$ cat src/rtl/score_board_if.sv
// Bus between process control / game logic and the high-score table.
// The slave modport is the score_board side; the master modport drives submissions and reads.
interface score_board_if #(
  parameter int ENTRIES = 4,
  parameter int SCORE_W = 32,
  parameter int ID_W    = 16
) ();
  localparam int IDX_W = $clog2(ENTRIES);

  logic               submit;
  logic [SCORE_W-1:0] submit_score;
  logic [ID_W-1:0]    submit_id;
  logic               clear;
  logic [IDX_W-1:0]   rd_index;
  logic [SCORE_W-1:0] rd_score;
  logic [ID_W-1:0]    rd_id;
  logic               rd_valid;
  logic [SCORE_W-1:0] top_score;
  logic               busy;
  logic               ack;
  logic [IDX_W:0]     rank;

  modport slave (
    input  submit, submit_score, submit_id, clear, rd_index,
    output rd_score, rd_id, rd_valid, top_score, busy, ack, rank
  );

  modport master (
    output submit, submit_score, submit_id, clear, rd_index,
    input  rd_score, rd_id, rd_valid, top_score, busy, ack, rank
  );
endinterface

$ cat src/rtl/score_board.sv
// Top-N high-score table kept sorted descending; inserts one result at a time
// by scanning for the slot, shifting lower entries down, then writing.
module score_board #(
  parameter int ENTRIES = 4,
  parameter int SCORE_W = 32,
  parameter int ID_W    = 16
) (
  input  logic          clk,
  input  logic          rst,
  score_board_if.slave  bus
);
  localparam int IDX_W = $clog2(ENTRIES);
  localparam logic [IDX_W-1:0] LAST_IDX  = IDX_W'(ENTRIES - 1);
  localparam logic [IDX_W:0]   RANK_NONE = (IDX_W + 1)'(ENTRIES);

  typedef enum logic [2:0] {
    S_IDLE    = 3'd0,
    S_COMPARE = 3'd1,
    S_SHIFT   = 3'd2,
    S_WRITE   = 3'd3,
    S_DONE    = 3'd4
  } state_t;

  state_t r_state;
  state_t w_state_nxt;

  logic [SCORE_W-1:0] r_score [ENTRIES];
  logic [ID_W-1:0]    r_id    [ENTRIES];
  logic [ENTRIES-1:0] r_valid;

  logic [SCORE_W-1:0] r_new_score;
  logic [ID_W-1:0]    r_new_id;
  logic [IDX_W-1:0]   r_i;
  logic [IDX_W-1:0]   r_j;
  logic [IDX_W-1:0]   r_pos;
  logic [IDX_W:0]     r_rank;

  logic             w_latch;
  logic             w_inc_i;
  logic             w_set_pos;
  logic             w_shift;
  logic             w_write;
  logic             w_rank_none;
  logic             w_place;
  logic [IDX_W-1:0] w_j_prev;

  // Zero never wins, even against an empty slot, so it always runs to "not placed".
  assign w_place  = (r_new_score != {SCORE_W{1'b0}}) &&
                    (!r_valid[r_i] || (r_new_score > r_score[r_i]));
  assign w_j_prev = r_j - IDX_W'(1);

  always_comb begin
    w_state_nxt = r_state;
    w_latch     = 1'b0;
    w_inc_i     = 1'b0;
    w_set_pos   = 1'b0;
    w_shift     = 1'b0;
    w_write     = 1'b0;
    w_rank_none = 1'b0;
    case (r_state)
      S_IDLE: begin
        if (bus.submit) begin
          w_latch     = 1'b1;
          w_state_nxt = S_COMPARE;
        end else begin
          w_state_nxt = S_IDLE;
        end
      end
      S_COMPARE: begin
        if (w_place) begin
          w_set_pos   = 1'b1;
          w_state_nxt = (r_i == LAST_IDX) ? S_WRITE : S_SHIFT;
        end else if (r_i == LAST_IDX) begin
          w_rank_none = 1'b1;
          w_state_nxt = S_DONE;
        end else begin
          w_inc_i = 1'b1;
        end
      end
      S_SHIFT: begin
        // Leave on the cycle that performs the last move so no idle shift cycle is spent.
        w_shift = 1'b1;
        if (w_j_prev == r_pos) begin
          w_state_nxt = S_WRITE;
        end else begin
          w_state_nxt = S_SHIFT;
        end
      end
      S_WRITE: begin
        w_write     = 1'b1;
        w_state_nxt = S_DONE;
      end
      S_DONE: begin
        w_state_nxt = S_IDLE;
      end
      default: begin
        w_state_nxt = S_IDLE;
      end
    endcase
  end

  always_ff @(posedge clk) begin
    if (rst) begin
      r_state <= S_IDLE;
    end else if (bus.clear) begin
      r_state <= S_IDLE;
    end else begin
      r_state <= w_state_nxt;
    end
  end

  always_ff @(posedge clk) begin
    if (rst) begin
      r_valid     <= {ENTRIES{1'b0}};
      r_rank      <= RANK_NONE;
      r_new_score <= {SCORE_W{1'b0}};
      r_new_id    <= {ID_W{1'b0}};
      r_i         <= {IDX_W{1'b0}};
      r_j         <= {IDX_W{1'b0}};
      r_pos       <= {IDX_W{1'b0}};
      for (int k = 0; k < ENTRIES; k++) begin
        r_score[k] <= {SCORE_W{1'b0}};
        r_id[k]    <= {ID_W{1'b0}};
      end
    end else if (bus.clear) begin
      r_valid <= {ENTRIES{1'b0}};
    end else begin
      if (w_latch) begin
        r_new_score <= bus.submit_score;
        r_new_id    <= bus.submit_id;
        r_i         <= {IDX_W{1'b0}};
      end
      if (w_inc_i) begin
        r_i <= r_i + IDX_W'(1);
      end
      if (w_set_pos) begin
        r_pos <= r_i;
        r_j   <= LAST_IDX;
      end
      if (w_shift) begin
        r_score[r_j] <= r_score[w_j_prev];
        r_id[r_j]    <= r_id[w_j_prev];
        r_valid[r_j] <= r_valid[w_j_prev];
        r_j          <= w_j_prev;
      end
      if (w_write) begin
        r_score[r_pos] <= r_new_score;
        r_id[r_pos]    <= r_new_id;
        r_valid[r_pos] <= 1'b1;
        r_rank         <= {1'b0, r_pos};
      end
      if (w_rank_none) begin
        r_rank <= RANK_NONE;
      end
    end
  end

  assign bus.busy      = (r_state != S_IDLE);
  assign bus.ack       = (r_state == S_DONE) && !bus.clear && !rst;
  assign bus.rank      = r_rank;
  assign bus.rd_valid  = r_valid[bus.rd_index];
  assign bus.rd_score  = r_valid[bus.rd_index] ? r_score[bus.rd_index] : {SCORE_W{1'b0}};
  assign bus.rd_id     = r_valid[bus.rd_index] ? r_id[bus.rd_index] : {ID_W{1'b0}};
  assign bus.top_score = r_valid[0] ? r_score[0] : {SCORE_W{1'b0}};
endmodule

$ cat src/flat_wrapper.sv
// flat-port wrapper written by rule: the top's interface ports become plain ports
module score_board_flat 
#(
  parameter int ENTRIES = 4,
  parameter int SCORE_W = 32,
  parameter int ID_W    = 16
)
  (clk, rst, bus_submit, bus_submit_score, bus_submit_id, bus_clear, bus_rd_index, bus_rd_score, bus_rd_id, bus_rd_valid, bus_top_score, bus_busy, bus_ack, bus_rank);
  score_board_if #(.ENTRIES(ENTRIES), .SCORE_W(SCORE_W), .ID_W(ID_W)) bus_i ();
  input  logic clk;
  input  logic rst;
  input wire logic [$bits(bus_i.submit)-1:0] bus_submit;
  input wire logic [$bits(bus_i.submit_score)-1:0] bus_submit_score;
  input wire logic [$bits(bus_i.submit_id)-1:0] bus_submit_id;
  input wire logic [$bits(bus_i.clear)-1:0] bus_clear;
  input wire logic [$bits(bus_i.rd_index)-1:0] bus_rd_index;
  output wire logic [$bits(bus_i.rd_score)-1:0] bus_rd_score;
  output wire logic [$bits(bus_i.rd_id)-1:0] bus_rd_id;
  output wire logic [$bits(bus_i.rd_valid)-1:0] bus_rd_valid;
  output wire logic [$bits(bus_i.top_score)-1:0] bus_top_score;
  output wire logic [$bits(bus_i.busy)-1:0] bus_busy;
  output wire logic [$bits(bus_i.ack)-1:0] bus_ack;
  output wire logic [$bits(bus_i.rank)-1:0] bus_rank;
  assign bus_i.submit = bus_submit;
  assign bus_i.submit_score = bus_submit_score;
  assign bus_i.submit_id = bus_submit_id;
  assign bus_i.clear = bus_clear;
  assign bus_i.rd_index = bus_rd_index;
  assign bus_rd_score = bus_i.rd_score;
  assign bus_rd_id = bus_i.rd_id;
  assign bus_rd_valid = bus_i.rd_valid;
  assign bus_top_score = bus_i.top_score;
  assign bus_busy = bus_i.busy;
  assign bus_ack = bus_i.ack;
  assign bus_rank = bus_i.rank;
  score_board #(.ENTRIES(ENTRIES), .SCORE_W(SCORE_W), .ID_W(ID_W)) u_core (.clk(clk), .rst(rst), .bus(bus_i));
endmodule
$ cat config.mk
export PLATFORM = sky130hd
export DESIGN_NAME = score_board_flat
export DESIGN_NICKNAME = d
export VERILOG_FILES = /design/src/rtl/score_board_if.sv /design/src/rtl/score_board.sv /design/src/flat_wrapper.sv
export SDC_FILE = /design/constraint.sdc
export NUM_CORES = 1
export LEC_CHECK = 0
export BUFFER_PORTS_ARGS = -buffer_cell sky130_fd_sc_hd__buf_2
export CORE_MARGIN = 4
export CORE_UTILIZATION = 54
export DETAILED_ROUTE_END_ITERATION = 12
export GPL_TIMING_DRIVEN = 0
export HOLD_SLACK_MARGIN = 0.02
export PLACE_DENSITY_LB_ADDON = 0.12
export SLEW_MARGIN = 20
export SYNTH_ARGS = -nofsm -noshare
export SYNTH_HDL_FRONTEND = slang
export SYNTH_SLANG_ARGS = --single-unit
$ cat constraint.sdc
create_clock -name clk -period 3.4 [get_ports clk]
set_input_delay 0.17 -clock clk [delete_from_list [all_inputs] [get_ports clk]]
set_output_delay 0.17 -clock clk [all_outputs]
set_load 0.005 [all_outputs]
==> key figures <==
Detailed routing
  • Via density: 6.10
  • Routed WL: 40100 um
  • Via count: 10700
  • DR WL/cell: 22.8 um
  • Drt first pass iters: 6
  • DRT antenna net count: 0
  • Residual DRC: 0
  • Iter 0 DRT Violations: 1141

Global routing
  • First-pass GRT wire length: 61700 um
  • Tot GR Track Use: 0.276
  • Largest net degree at the start of global routing: 32
  • Total grt overflow: 0
  • Vias in the first global route: 10800
  • Initial antenna violation count: 1

Final layout
  • Layout fillers: 2006
  • Area grow syn2layout: 19.9%
  • Final nets: 1493
  • Register cell area after layout: 0.00709 mm2
  • Layout Cell Area excl Fill: 0.0170 mm2
  • Share of layout cells above drive strength 1: 0.259
  • Multi-input gate area: 0.00652 mm2

Clock network
  • H-tree depth: 1
  • Num CTS Buffers: 28
  • Clock sinks: 258
  • Clk_lat worst skew: 550 ps
  • CTS tree: done
  • Deepest clock path buffer count: 3
  • Reg clk slew, reported paths: 60 ps
  • Clock Tree Root: clkbuf_16

Yosys
  • Sequential share of the synthesized area: 0.499
  • Synth top area share: 0.406
  • Primary FF master, synth: edfxtp_1
  • Asr flop ratio synth: 0
  • Mapped Area: 0.0142 mm2
  • Count leader, synth: edfxtp_1
  • Post-Synthesis Cells: 1178
  • Yosys top cell by area: edfxtp_1
  • Ys Warns: 0
  • Yosys cell types: 53
  • Synth area leaders: edfxtp_1, mux4_2, dfxtp_1, nor2_1, ha_1
  • Post-synth top cells: edfxtp_1, nor2_1, mux4_2
  • Post-synth EDFFs: 192
  • Avg Inst Size Synth: 12.1 um2
  • Net Count, Synth: 1269
  • Seq cells post-synth: 258

Floorplan
  • Die Height: 170 um
  • Core area: 0.0260 mm2
  • DIE AREA: 0.0290 mm2
  • Initial Util: 0.547
  • Top Ports: 140
  • Die width: 170 um
  • # rows: 59

Pwr
  • Peak VDD IR: 0.367 mV
  • Pleak: 6.57 nW
  • Cell area power density: 441 mW/mm2
  • Power, Total: 7.52 mW

Setup path
  • Critical path cell sequence: clkbuf_4 > mux4_2 > inv_1 > ha_1 > nand4_1 > nor4_4 > and4b_4 > nor2_2 > a2111oi_4 > mux2_1
  • Slowest cell delay on critical path: 450 ps
  • FF-to-FF setup slack: 130 ps
  • CP max stage cell: a2111oi_4
  • Critical Path AT: 3710 ps
  • CP Launch Type: flip-flop
  • Critical path type: reg -> reg
  • Top Family by Delay on Critical Path: simple AND/OR/NAND/NOR gates
  • Bufs and invs on worst path: 2
  • CP Data Required Time: 3840 ps
  • Critical Path Fanout Max: 10
  • Crit end category: flip-flop

Timing
  • Fin crit share: 0.963
  • Final WS setup: 127 ps
  • Final hold vios: 0
  • RSZ-0062 raised after global routing: false
  • FMAX: 306 MHz
  • Max Slew Vio Count: 0
  • Max Clock Skew: 10.5 ps
  • # setup viols final: 0
  • Slew @ Worst Pin: 854 ps
  • Slew HR: 0.431
  • Minimum clock period: 3270 ps

Place
  • Hpwl dp: 27300 um
  • Setup WS pre-CTS: -448 ps
  • Placed cell area: 0.0155 mm2
  • IO buf count: 137
  • Final RePlAce weighted congestion: 0.884

Job
  • Number of max-cap violations: 0

Hold path
  • Hold WC Path Type: in -> reg

Status
  • Status: complete, no violations
per-layer routing:
metal / global-route usage / share of wire
met3: 0.0448 / 0.082
met4: 0.0885 / 0.029
met2: 0.458 / 0.49
met1: 0.379 / 0.40
met5: 0 / 0
through the flow:
stage                     hold slack (ps)  TNS, ps  utilization  instances
after floorplan                       306        0            -       1178
after global placement                411  -151390        0.590       1650
after detailed placement              417    -5650        0.595       1655
after CTS                            74.1        0        0.653       1756
after global routing                  118        0        0.656       1760
final                                94.9        0        0.656       1760
power breakdown:
| group | total [mW] | switching (mW) | internal (mW) | leakage [nW] |
|---|---|---|---|---|
| sequential | 3.59 | 0.0975 | 3.49 | 2.52 |
| combinational | 0.753 | 0.391 | 0.361 | 3.58 |
| clock | 3.18 | 1.27 | 1.91 | 0.466 |
timing repair:
action	CTS	global route
buffers inserted	1	3
hold buffers	49	0
gates resized for setup	19	14
setup endpoints to repair	187	17
hold endpoints to repair	49	0
pin swaps	1	5
final timing paths:
| kind | from | to | cells past startpoint |
|---|---|---|---|
| worst max-delay path | flip-flop | u_core.r_i[0] | 10 |
| worst min-delay path | bus_submit | u_core.r_state[0] | 4 |
| worst max register to register | flip-flop | u_core.r_i[0] | 10 |
| worst min register to register | u_core.r_new_id[0] | u_core.r_new_id[0] | 2 |
flip-flops by register name, summed over array words and instances, names as in the netlist, named ones only:
register,count
u_core.r_id,64
u_core.r_new_id,16
u_core.r_score,128
u_core.r_state,3
u_core.bus.rank,3
u_core.r_i,2
u_core.r_j,2
u_core.r_new_score,32
u_core.r_pos,2
u_core.r_valid,4
cells by family (layout without fill, tap and decap cells):
family | count (synthesis) | after routing | synth area share
adder cells (fa/ha/maj) | 37 | 37 | 0.0326
AO/OA/AOI/OAI | 154 | 154 | 0.0712
other | 0 | 1 | 0
multiplexers | 140 | 140 | 0.213
AND/OR/NAND/NOR | 413 | 413 | 0.135
buffers and inverters | 174 | 420 | 0.0476
flip-flops | 258 | 258 | 0.499
XOR/XNOR | 2 | 2 | 0.00123
worst min-delay path: cells and delay by family:
kind,cells,cell delay [ps]
buffers and inverters,1,110
AND/OR/NAND/NOR,2,200
AO/OA/AOI/OAI,1,120
cells in the final DEF (no fill, tap or decap), drive strengths merged, types with 7 or more instances in the layout:
master | Yosys | final
edfxtp | 192 | 192
buf | 22 | 168
nor2 | 160 | 160
mux4 | 130 | 130
nand2 | 118 | 118
clkbuf | 62 | 94
inv | 90 | 90
a21oi | 71 | 71
dfxtp | 66 | 66
nor2b | 50 | 50
a22oi | 50 | 50
dlygate4sd3 | 0 | 49
ha | 37 | 37
and2 | 33 | 33
clkinv | 0 | 12
nand2b | 11 | 11
o21ai | 11 | 11
nor4 | 10 | 10
nand3 | 10 | 10
nand4 | 10 | 10
mux2i | 7 | 7
final cells by class:
| cell class | instances | area share |
|---|---|---|
| Antenna cell | 1 | 0.000147 |
| Tap cell | 335 | 0.0246 |
| Sequential cell | 258 | 0.416 |
| Inverter | 90 | 0.0198 |
| Buffer | 83 | 0.0228 |
| Clock buffer | 33 | 0.0428 |
| Clock inverter | 19 | 0.0137 |
| Timing Repair Buffer | 195 | 0.0771 |
| Multi-Input combinational cell | 746 | 0.383 |
(Power assumes the default switching activity.)
